==> src/rtl/sdram_rd_capture.sv <==
`default_nettype none
// ============================================================================
// Module   : sdram_rd_capture
// Brief    : Snoops SDRAM READ commands, captures DQ after CAS latency and
//            queues each word with its bank/row/column tag for a consumer.
// Revision : 1.0 - initial release
// ============================================================================
module sdram_rd_capture #(
  parameter int CAS_LAT    = 3,
  parameter int DATA_W     = 16,
  parameter int FIFO_DEPTH = 8
) (
  input  logic                          clk,
  input  logic                          rst,
  input  logic                          cke,
  input  logic [3:0]                    control,
  input  logic [12:0]                   address,
  input  logic [1:0]                    bank,
  input  logic [DATA_W-1:0]             iodata,
  output logic [DATA_W-1:0]             rd_data,
  output logic [1:0]                    rd_bank,
  output logic [12:0]                   rd_row,
  output logic [9:0]                    rd_col,
  output logic                          rd_valid,
  input  logic                          rd_ready,
  output logic [$clog2(FIFO_DEPTH):0]   fifo_count,
  output logic                          overflow,
  input  logic                          ovf_clr
);

  localparam int ADDR_W = $clog2(FIFO_DEPTH);
  localparam int CNT_W  = ADDR_W + 1;

  localparam logic [3:0] c_cmd_active = 4'b0011;
  localparam logic [3:0] c_cmd_read   = 4'b0101;
  localparam logic [CNT_W-1:0] c_full_count = CNT_W'(FIFO_DEPTH);

  typedef struct packed {
    logic        vld;
    logic [1:0]  bank;
    logic [12:0] row;
    logic [9:0]  col;
  } tag_t;

  typedef struct packed {
    logic [DATA_W-1:0] data;
    logic [1:0]        bank;
    logic [12:0]       row;
    logic [9:0]        col;
  } entry_t;

  logic [12:0]       r_open_row;
  logic [1:0]        r_open_bank;
  tag_t              r_pipe [CAS_LAT];
  entry_t            r_mem  [FIFO_DEPTH];
  logic [ADDR_W-1:0] r_wptr;
  logic [ADDR_W-1:0] r_rptr;
  logic [CNT_W-1:0]  r_count;
  logic              r_ovf;

  logic   w_act;
  logic   w_rd;
  tag_t   w_inject;
  entry_t w_wr_entry;
  logic   w_cap;
  logic   w_full;
  logic   w_valid;
  logic   w_pop;
  logic   w_push;
  logic   w_drop;

  // cs_n is the MSB of control, so the full-nibble compare also requires cs_n=0.
  assign w_act = cke && (control == c_cmd_active);
  assign w_rd  = cke && (control == c_cmd_read);

  always_comb begin
    w_inject = '0;
    if (w_rd) begin
      w_inject.vld  = 1'b1;
      w_inject.bank = r_open_bank;
      w_inject.row  = r_open_row;
      w_inject.col  = address[9:0];
    end
  end

  always_ff @(posedge clk or negedge rst) begin
    if (!rst) begin
      r_open_row  <= '0;
      r_open_bank <= '0;
    end else if (w_act) begin
      r_open_row  <= address;
      r_open_bank <= bank;
    end
  end

  // Tag pipeline freezes entirely while the device clock is suspended.
  always_ff @(posedge clk or negedge rst) begin
    if (!rst) begin
      for (int i = 0; i < CAS_LAT; i++) r_pipe[i] <= '0;
    end else if (cke) begin
      r_pipe[0] <= w_inject;
      for (int i = 1; i < CAS_LAT; i++) r_pipe[i] <= r_pipe[i-1];
    end
  end

  assign w_cap   = cke && r_pipe[CAS_LAT-1].vld;
  assign w_full  = (r_count == c_full_count);
  assign w_valid = (r_count != '0);
  assign w_pop   = w_valid && rd_ready;
  // A pop on the same edge frees the slot, so a full FIFO can still accept.
  assign w_push  = w_cap && (!w_full || w_pop);
  assign w_drop  = w_cap && w_full && !w_pop;

  always_comb begin
    w_wr_entry      = '0;
    w_wr_entry.data = iodata;
    w_wr_entry.bank = r_pipe[CAS_LAT-1].bank;
    w_wr_entry.row  = r_pipe[CAS_LAT-1].row;
    w_wr_entry.col  = r_pipe[CAS_LAT-1].col;
  end

  always_ff @(posedge clk or negedge rst) begin
    if (!rst) begin
      for (int i = 0; i < FIFO_DEPTH; i++) r_mem[i] <= '0;
    end else if (w_push) begin
      r_mem[r_wptr] <= w_wr_entry;
    end
  end

  always_ff @(posedge clk or negedge rst) begin
    if (!rst) begin
      r_wptr  <= '0;
      r_rptr  <= '0;
      r_count <= '0;
    end else begin
      if (w_push) r_wptr <= r_wptr + ADDR_W'(1);
      if (w_pop)  r_rptr <= r_rptr + ADDR_W'(1);
      case ({w_push, w_pop})
        2'b10:   r_count <= r_count + CNT_W'(1);
        2'b01:   r_count <= r_count - CNT_W'(1);
        default: r_count <= r_count;
      endcase
    end
  end

  always_ff @(posedge clk or negedge rst) begin
    if (!rst)         r_ovf <= 1'b0;
    else if (w_drop)  r_ovf <= 1'b1;
    else if (ovf_clr) r_ovf <= 1'b0;
  end

  assign rd_data    = r_mem[r_rptr].data;
  assign rd_bank    = r_mem[r_rptr].bank;
  assign rd_row     = r_mem[r_rptr].row;
  assign rd_col     = r_mem[r_rptr].col;
  assign rd_valid   = w_valid;
  assign fifo_count = r_count;
  assign overflow   = r_ovf;

endmodule
`default_nettype wire
==> config.mk <==
export PLATFORM = sky130hd
export DESIGN_NAME = sdram_rd_capture
export DESIGN_NICKNAME = d
export VERILOG_FILES = /design/src/rtl/sdram_rd_capture.sv
export SDC_FILE = /design/constraint.sdc
export NUM_CORES = 1
export LEC_CHECK = 0
export BUFFER_PORTS_ARGS = -buffer_cell sky130_fd_sc_hd__buf_2
export CAP_MARGIN = 0
export CORE_MARGIN = 8
export CORE_UTILIZATION = 48
export CTS_CLUSTER_DIAMETER = 40
export CTS_CLUSTER_SIZE = 30
export DETAILED_ROUTE_END_ITERATION = 10
export GPL_TIMING_DRIVEN = 0
export PLACE_DENSITY = 0.68
export REMOVE_ABC_BUFFERS = 1
export SYNTH_ARGS = -nofsm -noshare
export SYNTH_HDL_FRONTEND = slang
export SYNTH_SLANG_ARGS = --single-unit
==> constraint.sdc <==
create_clock -name clk -period 2.75 [get_ports clk]
set_input_delay 0 -clock clk [delete_from_list [all_inputs] [get_ports clk]]
set_output_delay 0 -clock clk [all_outputs]
set_load 0.1 [all_outputs]
==> results_dict.tcl, run 1 <==
set metrics [dict create \
    status "completed" \
    ant_nets 0 \
    synth_edf_count 0 \
    fmax_mhz 375 \
    yosysTopAreaCell "dfrtp_1" \
    worst_setup_path_start_kind "flop" \
    crit_path_max_fanout 18 \
    worstSetupPathType "reg -> out" \
    drt_pass1_iterations 4 \
    slew_headroom 0.299 \
    htreeDepth 2 \
    die_height_um 213 \
    clkSlewWorstSetupHoldPaths_ns 0.06 \
    finalWirelength_mm 39.2 \
    worstHoldStart "control[0]" \
    min-delay-path-class "in -> reg" \
    antenna_found_initial 0 \
    critPathArrivalTime_ns 2.67 \
    track_usage 0.181 \
    die_area_mm2 0.0453 \
    finalHoldViolations 0 \
    ys_ff_latch 432 \
    worst_r2r_endpoint "r_mem[161]" \
    syn_area_mm2 0.0186 \
    hold_slack_ns 0.0924 \
    instances_no_fill 1829 \
    coreArea_mm2 0.0385 \
    post-route-min-period_ns 2.67 \
    worstMarginPinSlew_ns 1.04 \
    irDropWorstVdd_mv 0.803 \
    finalCritPeriodShare 0.969 \
    ios 87 \
    fin_skew_ns 0.0301 \
    p_leak_nw 11.1 \
    cts_tree "yes" \
    synth_cell_type_count 33 \
    power.density_mw_per_mm2 861 \
    postSynthCellCount 1101 \
    final_nets 1310 \
    hpwl_mm 23.2 \
    finalInstanceArea_mm2 0.0226 \
    n_fill_cell 2889 \
    rsz0062_at_grt "false" \
    start_util 0.483 \
    timing.final.ws_setup_ns 0.0840 \
    multiInputGateArea_mm2 0.00745 \
    vias 10117 \
    synth_ff_type "dfrtp_1" \
    portBuffers 86 \
    r2r_setup_slack_ns 0.22 \
    cts_root_buffer "clkbuf_16" \
    placed_cells 1670 \
    syn2layout_area_growth_pct 21.7 \
    place_area_mm2 0.0200 \
    cts_inserted_buffers 56 \
    insertion_delay_ns 0.61 \
    r2r_cells 7 \
    clock_path_buffers 3 \
    ys_top_cells_by_area "dfrtp_1 (58%), mux2_2 (26%), mux4_2 (9.9%)" \
    grt_pass1_wl_mm 64.0 \
    diodes 0 \
    drv_slew 0 \
    die_width_um 213 \
    dp_slack_ns -0.755 \
    cp-end-kind "primary output" \
    grt_start_max_net_pins 98 \
    drtIter0Drc 527 \
    yosysWarnings 0 \
    clock-sinks 432 \
    critPathCapture "rd_col[9]" \
    grt_pass1_vias 11090 \
    async_flop_share 1.00 \
    grt_overflow 0 \
    finalSetupViolCount 0 \
    synth_top_area_frac 0.582 \
    gp_congestion 0.697 \
    vias_per_cell 5.53 \
    r2r-start "fifo_count[2]" \
    seq_area_mm2 0.0108 \
    cp-startpoint "r_rptr[0]" \
    post_drt_wl_per_cell_um 21.4 \
    drc 0 \
    maxCapViolCount 0 \
    rows 72 \
    yosysSeqAreaShare 0.582 \
    totalNegativeSetupSlack_ns 0 \
    avgSynthCellArea_um2 16.9 \
    crit_required_ns 2.75 \
    layout-drive-gt1-share 0.571 \
]
power breakdown:
group          total (mW)  switching [mW]  internal [mW]
logic                4.27            2.46           1.81
clock network        7.63            3.05           4.58
registers            7.58           0.612           6.97
state kept, by name, summed over array words and instances, names as in the netlist:
signal and cells:
fifo_count 4, overflow 1, r_mem 328, r_open_bank 2
r_open_row 13, r_pipe 78, r_rptr 3, r_wptr 3
what timing repair did:
item	4_1_cts	5_1_grt
endpoints found under the setup margin	60	16
hold buffers	51	0
buffers inserted	2	0
gates resized for setup	5	18
hold endpoints to repair	337	0
gates cloned	2	0
pin swaps	0	1
kinds of logic (layout without fill, tap and decap cells):
family                   Yosys count  in the layout  share of synthesized area
buffers and inverters             74            284                     0.0197
AND/OR/NAND/NOR                   27             27                     0.0108
flip-flops                       432            432                      0.582
AO/OA/AOI/OAI                     33             33                     0.0148
multiplexers                     521            521                      0.365
adder cells (fa/ha/maj)            5              5                    0.00337
XOR/XNOR                           9              9                    0.00424
metrics by stage:
step	power, mW	utilization
finish	19.5	0.588
global route	20.3	0.588
CTS	19.7	0.587
detailed placement	11.8	0.519
global placement	11.1	0.502
floorplan	10.6	-
worst max-delay path: stages (launching register included):
cell     delay (ns)
dfrtp_4        0.49
buf_16         0.22
buf_16         0.23
mux4_2         0.53
mux2_2         0.27
buf_2          0.29
cells in the final DEF, fill, tap and decap left out, types with 7 or more instances in the layout:
cell | Yosys | layout
dfrtp_1 | 432 | 429
mux2_2 | 428 | 428
mux4_2 | 82 | 82
buf_2 | 35 | 72
clkbuf_16 | 0 | 56
dlygate4sd3_1 | 0 | 51
a22o_1 | 25 | 25
buf_4 | 4 | 13
buf_8 | 0 | 12
mux2_1 | 11 | 11
buf_16 | 0 | 9
clkinvlp_4 | 0 | 8
buf_6 | 4 | 8
clkinv_2 | 0 | 7
layout make-up:
cell class	count	share of cell area
Clock buffer	64	0.0659
Clock inverter	40	0.0236
Inverter	7	0.00116
Multi-Input combinational cell	595	0.330
Sequential cell	432	0.478
Tap cell	518	0.0287
Timing Repair Buffer	173	0.0728
synthesized netlist by cell type, types with 5 or more instances:
| library cell | n |
|---|---|
| buf_1 | 5 |
| mux4_2 | 82 |
| a22o_1 | 25 |
| clkbuf_1 | 19 |
| ha_1 | 5 |
| nor2_1 | 5 |
| buf_2 | 35 |
| inv_1 | 6 |
| dfrtp_1 | 432 |
| mux2_2 | 428 |
| xnor2_1 | 5 |
| mux2_1 | 11 |
routing by layer:
metal,vias to the layer above,share of wire,global-route usage
li1,4484,-,-
met4,0,0.017,0.0438
met1,5426,0.46,0.252
met5,-,0,0
met3,55,0.037,0.0294
met2,152,0.48,0.295
how the worst min path moves through the flow:
| stage | endpoint | cells after the start | slack, ns |
|---|---|---|---|
| after CTS | r_open_bank[1] | 5 | 0.07 |
| after global routing | r_open_bank[1] | 5 | 0.11 |
| after global placement | overflow | 2 | 0.20 |
| after floorplan | fifo_count[0] | 0 | -0.30 |
| final | r_open_row[7] | 5 | 0.09 |
| after detailed placement | r_mem[155] | 1 | 0.02 |
Power figures use the tool's default switching activity.
==> run 2, diff against run 1 <==
ABC_AREA = 1   (was not set)
CORE_MARGIN = 2   (was 8)
==> run 2 against run 1 <==
Effect of this change: the run now ends with negative hold slack left; die area down 7.6%; non-clock buffer count down 28; worst setup slack better by 0.078 ns; clock power up 2%; cell count up 55%; clock skew down 0.017 ns; cell area down 0.86%; largest cell class unchanged; global-route usage up 5.7 points; highest routed layer unchanged.
==> results_dict.tcl, run 2 <==
set metrics [dict create \
    totalNegativeSetupSlack_ns 0 \
    insertion_delay_ns 0.58 \
    synth_cell_type_count 30 \
    async_flop_share 1.00 \
    drtIter0Drc 1462 \
    place_area_mm2 0.0197 \
    hold_slack_ns -0.00912 \
    diodes 0 \
    synth_ff_type "dfrtp_1" \
    top_register "r_mem" \
    ys_ff_latch 432 \
    postSynthCellCount 2212 \
    clock_path_buffers 3 \
    top_layer "met4" \
    start_util 0.486 \
    vias_per_cell 5.41 \
    clkSlewWorstSetupHoldPaths_ns 0.06 \
    irDropWorstVdd_mv 0.716 \
    htreeDepth 2 \
    finalSetupViolCount 0 \
    r2r_cells 12 \
    cts_inserted_buffers 55 \
    drt_pass1_iterations 7 \
    r2r-start "fifo_count[1]" \
    pwr-share-seq 0.288 \
    antenna_found_initial 0 \
    cp-end-kind "primary output" \
    status "complete, but fails checks" \
    maxCapViolCount 0 \
    yosysSeqAreaShare 0.560 \
    worstSetupPathType "reg -> out" \
    syn2layout_area_growth_pct 16.2 \
    finalInstanceArea_mm2 0.0224 \
    power.density_mw_per_mm2 1160 \
    portBuffers 86 \
    drv_slew 0 \
    syn_area_mm2 0.0193 \
    pwr-share-comb 0.412 \
    post_drt_wl_per_cell_um 17.0 \
    violations "negative hold slack" \
    critPathArrivalTime_ns 2.59 \
    ios 87 \
    finalWirelength_mm 48.4 \
    synth_most_common_cell "nand2_1" \
    die_area_mm2 0.0418 \
    worstMarginPinSlew_ns 1.16 \
    synthTopCellsByCount "nand2_1 (599), dfrtp_1 (432), o21ai_0 (313)" \
    die_height_um 205 \
    rows 73 \
    fmax_mhz 386 \
    ant_nets 0 \
    power.share.clock 0.300 \
    crit_path_max_fanout 38 \
    hpwl_mm 23.2 \
    final_nets 2313 \
    p_int_mw 14.6 \
    finalCritPeriodShare 0.941 \
    synth_edf_count 0 \
    grt_pass1_wl_mm 79.3 \
    cp-startpoint "r_rptr[0]" \
    synth_top_area_frac 0.560 \
    grt_pass1_vias 15102 \
    grt_start_max_net_pins 121 \
    final_cell_mix "nand2_1 (599), dfrtp_1 (429), o21ai_0 (313), nor2_1 (266), o21ai_1 (249)" \
    r2r_setup_slack_ns 0.53 \
    met1Wirelength_mm 22.0 \
    wl_met2_mm 22.8 \
    worst_setup_path_start_kind "flop" \
    track_usage 0.237 \
    crit_required_ns 2.75 \
    largest_register_ff_count 328 \
    placed_cells 2687 \
    post-route-min-period_ns 2.59 \
    fin_skew_ns 0.0131 \
    rsz0062_at_grt "false" \
    min-delay-path-class "in -> async" \
    clock-sinks 432 \
    slew_headroom 0.225 \
    finalHoldViolations 1 \
    layout-drive-gt1-share 0.132 \
    vias 15377 \
    ys_top_cells_by_area "dfrtp_1 (56%), nand2_1 (12%), o21ai_0 (8.1%)" \
    worst_r2r_endpoint "fifo_count[2]" \
    cts_root_buffer "clkbuf_16" \
    power_mw 26.1 \
    die_width_um 205 \
    grt_overflow 0 \
    yosysWarnings 0 \
    coreArea_mm2 0.0397 \
    top_regs "r_mem: 328 flops, r_pipe: 78 flops, r_open_row: 13 flops" \
    switching_share 0.440 \
    netSwitchingPower_mw 11.5 \
    instances_no_fill 2840 \
    gp_congestion 0.737 \
    cts_tree "yes" \
    dr_wl_met3_mm 2.68 \
    avgSynthCellArea_um2 8.73 \
    final_common_cell "nand2_1" \
    yosysTopAreaCell "dfrtp_1" \
    critPathCapture "rd_row[4]" \
    drc 0 \
    p_leak_nw 10.4 \
]
==> run 2: layer usage <==
metal / track usage / vias to the layer above
li1: - / 7319
met2: 0.393 / 461
met1: 0.330 / 7510
met5: 0 / -
met4: 0.0608 / 0
met3: 0.0334 / 87
==> run 2: cell families (layout without fill, tap and decap cells) <==
logic type,count (synthesis),count (layout),synth area share
buffers and inverters,237,340,0.0715
AND/OR/NAND/NOR,881,881,0.179
XOR/XNOR,6,6,0.00272
flip-flops,432,432,0.560
adder cells (fa/ha/maj),5,5,0.00324
AO/OA/AOI/OAI,651,651,0.184
==> run 2: cell type report <==
type / instances / area, um2
Multi-Input combinational cell: 1543 / 7110
Fill cell: 3535 / 17300
Sequential cell: 432 / 10800
Clock buffer: 60 / 1440
Clock inverter: 44 / 587
Inverter: 90 / 362
Tap cell: 525 / 657
Timing Repair Buffer: 145 / 1440
Timing Repair inverter: 1 / 8.76
==> run 2: timing repair <==
item | 4_1_cts | 5_1_grt
cloned | 5 | 0
endpoints found under the setup margin | 57 | 36
endpoints found under the hold margin | 249 | 0
hold buffers | 35 | 0
buffers inserted | 3 | 5
resized for setup | 51 | 4
==> run 2: how the worst min path moves through the flow <==
stage / startpoint / end / slack [ns] / cells after the start
after floorplan: rst / fifo_count[0] / -0.30 / 0
after global placement: ovf_clr / overflow / 0.20 / 2
after detailed placement: rst / r_mem[200] / 0.06 / 1
after CTS: cke / r_pipe[39] / 0.007 / 3
after global routing: cke / r_pipe[36] / 0.05 / 3
final: rst / r_mem[200] / -0.009 / 2
==> run 2: power by group through the flow <==
stage | sequential (mW) | clock [mW] | combinational (mW)
finish | 7.51 | 7.82 | 10.7
global route | 7.60 | 8.20 | 11.6
CTS | 7.61 | 7.92 | 10.6
detailed placement | 7.81 | 0 | 9.48
global placement | 8.12 | 0 | 6.66
floorplan | 8.09 | 0 | 7.01
==> run 2: per-stage QoR <==
step            util  worst slack, ns
6_report       0.564            0.162
5_1_grt        0.564           0.0275
4_1_cts        0.563         0.000303
3_5_place_dp   0.495           -0.829
3_3_place_gp   0.487            -7.60
2_1_floorplan      -            -2.52
==> run 2: worst max-delay path: stages (launching register included) <==
cell and delay, ns:
dfrtp_4 0.54, buf_16 0.22, inv_16 0.16, bufbuf_16 0.37, nor2_1 0.06, o21ai_0 0.16, nand2_1 0.07, nand2_1 0.07
buf_4 0.29
==> run 3, diff against run 2 <==
CTS_BUF_LIST = sky130_fd_sc_hd__clkbuf_4   (was not set)
SLEW_MARGIN = 0   (was not set)
==> run 3 against run 2 <==
Effect of this change: the flow now finishes without violations; utilization shrank 1.5 points; critical path depth is the same; combinational power grew 6%; hold slack gained 0.058 ns; global-route usage shrank 0.15 points; routed wire length grew 0.96%; power shrank 10%; flip-flop and latch count is the same; highest routed layer unchanged.
==> results_dict.tcl, run 3 (synthesis gave the netlist of run 2 again) <==
set metrics [dict create \
    htreeDepth 2 \
    start_util 0.486 \
    clock_path_buffers 3 \
    rows 73 \
    cp_slowest_cell "dfrtp_4" \
    drtIter0Drc 1452 \
    grt_pass1_vias 14970 \
    slew_headroom 0.261 \
    hpwl_mm 23.2 \
    drv_slew 0 \
    top_register "r_mem" \
    die_height_um 205 \
    cp_cell_sequence "buf_16 -> clkinv_16 -> buf_16 -> o21ai_0 -> o21ai_0 -> nand2_1 -> nand2_1 -> buf_8" \
    cp-end-kind "primary output" \
    cts_tree "yes" \
    clock-sinks 432 \
    coreArea_mm2 0.0397 \
    grt_pass1_wl_mm 78.7 \
    p_leak_nw 10.1 \
    irDropWorstVdd_mv 0.810 \
    crit_path_max_fanout 28 \
    finalSetupViolCount 0 \
    worst_setup_path_start_kind "flop" \
    track_usage 0.236 \
    cts_inserted_buffers 55 \
    post_drt_wl_per_cell_um 17.0 \
    crit_buf_inv 4 \
    largest_register_ff_count 328 \
    portBuffers 86 \
    antenna_found_initial 1 \
    ios 87 \
    maxCapViolCount 0 \
    grt_overflow 0 \
    final_nets 2340 \
    cts_root_buffer "clkbuf_4" \
    crit_path_max_incr_delay_ns 0.49 \
    drc 0 \
    die_area_mm2 0.0418 \
    min-delay-path-class "in -> reg" \
    layout-drive-gt1-share 0.132 \
    finalCritPeriodShare 0.951 \
    clkSlewWorstSetupHoldPaths_ns 0.13 \
    ant_nets 0 \
    r2r_setup_slack_ns 0.52 \
    n_fill_cell 3651 \
    power_mw 23.4 \
    post-route-min-period_ns 2.62 \
    grt_start_max_net_pins 121 \
    hold_slack_ns 0.0492 \
    vias_per_cell 5.36 \
    fmax_mhz 382 \
    die_width_um 205 \
    drt_pass1_iterations 6 \
    finalHoldViolations 0 \
    vias 15365 \
    insertion_delay_ns 0.80 \
    final_common_cell "nand2_1" \
    fin_skew_ns 0.0334 \
    finalWirelength_mm 48.9 \
    power.density_mw_per_mm2 1070 \
    crit_family "buffers and inverters" \
    gp_congestion 0.737 \
    final_cell_mix "nand2_1 (599), dfrtp_1 (429), o21ai_0 (311), nor2_1 (266), o21ai_1 (251)" \
    top_regs "r_mem: 328 flops, r_pipe: 78 flops, r_open_row: 13 flops" \
    status "completed" \
    worstMarginPinSlew_ns 1.11 \
    critPathArrivalTime_ns 2.62 \
    syn2layout_area_growth_pct 13.2 \
    worstSetupPathType "reg -> out" \
    crit_required_ns 2.75 \
]
[run 3: layout make-up]
cell class | instances | area, um2 | area share
Inverter | 90 | 374 | 0.0171
Multi-Input combinational cell | 1543 | 7110 | 0.326
Timing Repair Buffer | 172 | 1860 | 0.0851
Timing Repair inverter | 1 | 8.76 | 0.000401
Tap cell | 525 | 657 | 0.0301
Clock inverter | 48 | 587 | 0.0269
Sequential cell | 432 | 10800 | 0.495
Clock buffer | 56 | 420 | 0.0192
Antenna cell | 1 | 2.50 | 0.000115
[run 3: per-stage QoR]
stage	instance area [um2]	TNS, ns	instances	utilization	setup WS (ns)
final	21800	0	2868	0.550	0.134
after global routing	21800	-0.0140	2868	0.550	-0.0140
after CTS	21600	0	2853	0.543	0.0126
after detailed placement	19700	-33.84	2687	0.495	-0.829
after global placement	19300	-3274.59	2676	0.487	-7.60
after floorplan	18300	-105.98	2065	-	-2.52
[run 3: routing by layer]
metal | track usage | routed length (um)
met1 | 0.330 | 22000
met3 | 0.0348 | 3110
met5 | 0 | 0
met2 | 0.388 | 22900
met4 | 0.0595 | 891
[run 3: what timing repair did]
action,in CTS,in global routing
setup buffers,8,2
hold buffers,49,8
hold endpoints to repair,487,58
resized for setup,74,15
endpoints found under the setup margin,41,21
cloned,5,3
[run 3: power by group]
| group | internal (mW) | switching (mW) | total, mW |
|---|---|---|---|
| clock | 2.05 | 2.63 | 4.69 |
| combinational | 3.12 | 8.15 | 11.3 |
| sequential | 7.04 | 0.452 | 7.49 |
[run 3: worst register-to-register path: cells and delay by family, from the launching register on]
| kind | cells | cell delay [ns] |
|---|---|---|
| flip-flops | 1 | 0.47 |
| AND/OR/NAND/NOR | 6 | 0.94 |
| buffers and inverters | 2 | 0.16 |
| AO/OA/AOI/OAI | 2 | 0.17 |
| adder cells (fa/ha/maj) | 2 | 0.42 |
[run 3: final timing paths]
check | endpoint | from | depth (start not counted)
setup / recovery | rd_row[7] | r_rptr[0] | 8
hold / removal | r_pipe[54] | address[2] | 4
setup reg to reg | fifo_count[2] | fifo_count[1] | 12
hold reg to reg | r_pipe[44] | r_pipe[70] | 2
max in group asynchronous | r_mem[43] | rst | 5
min in group asynchronous | r_mem[200] | rst | 3
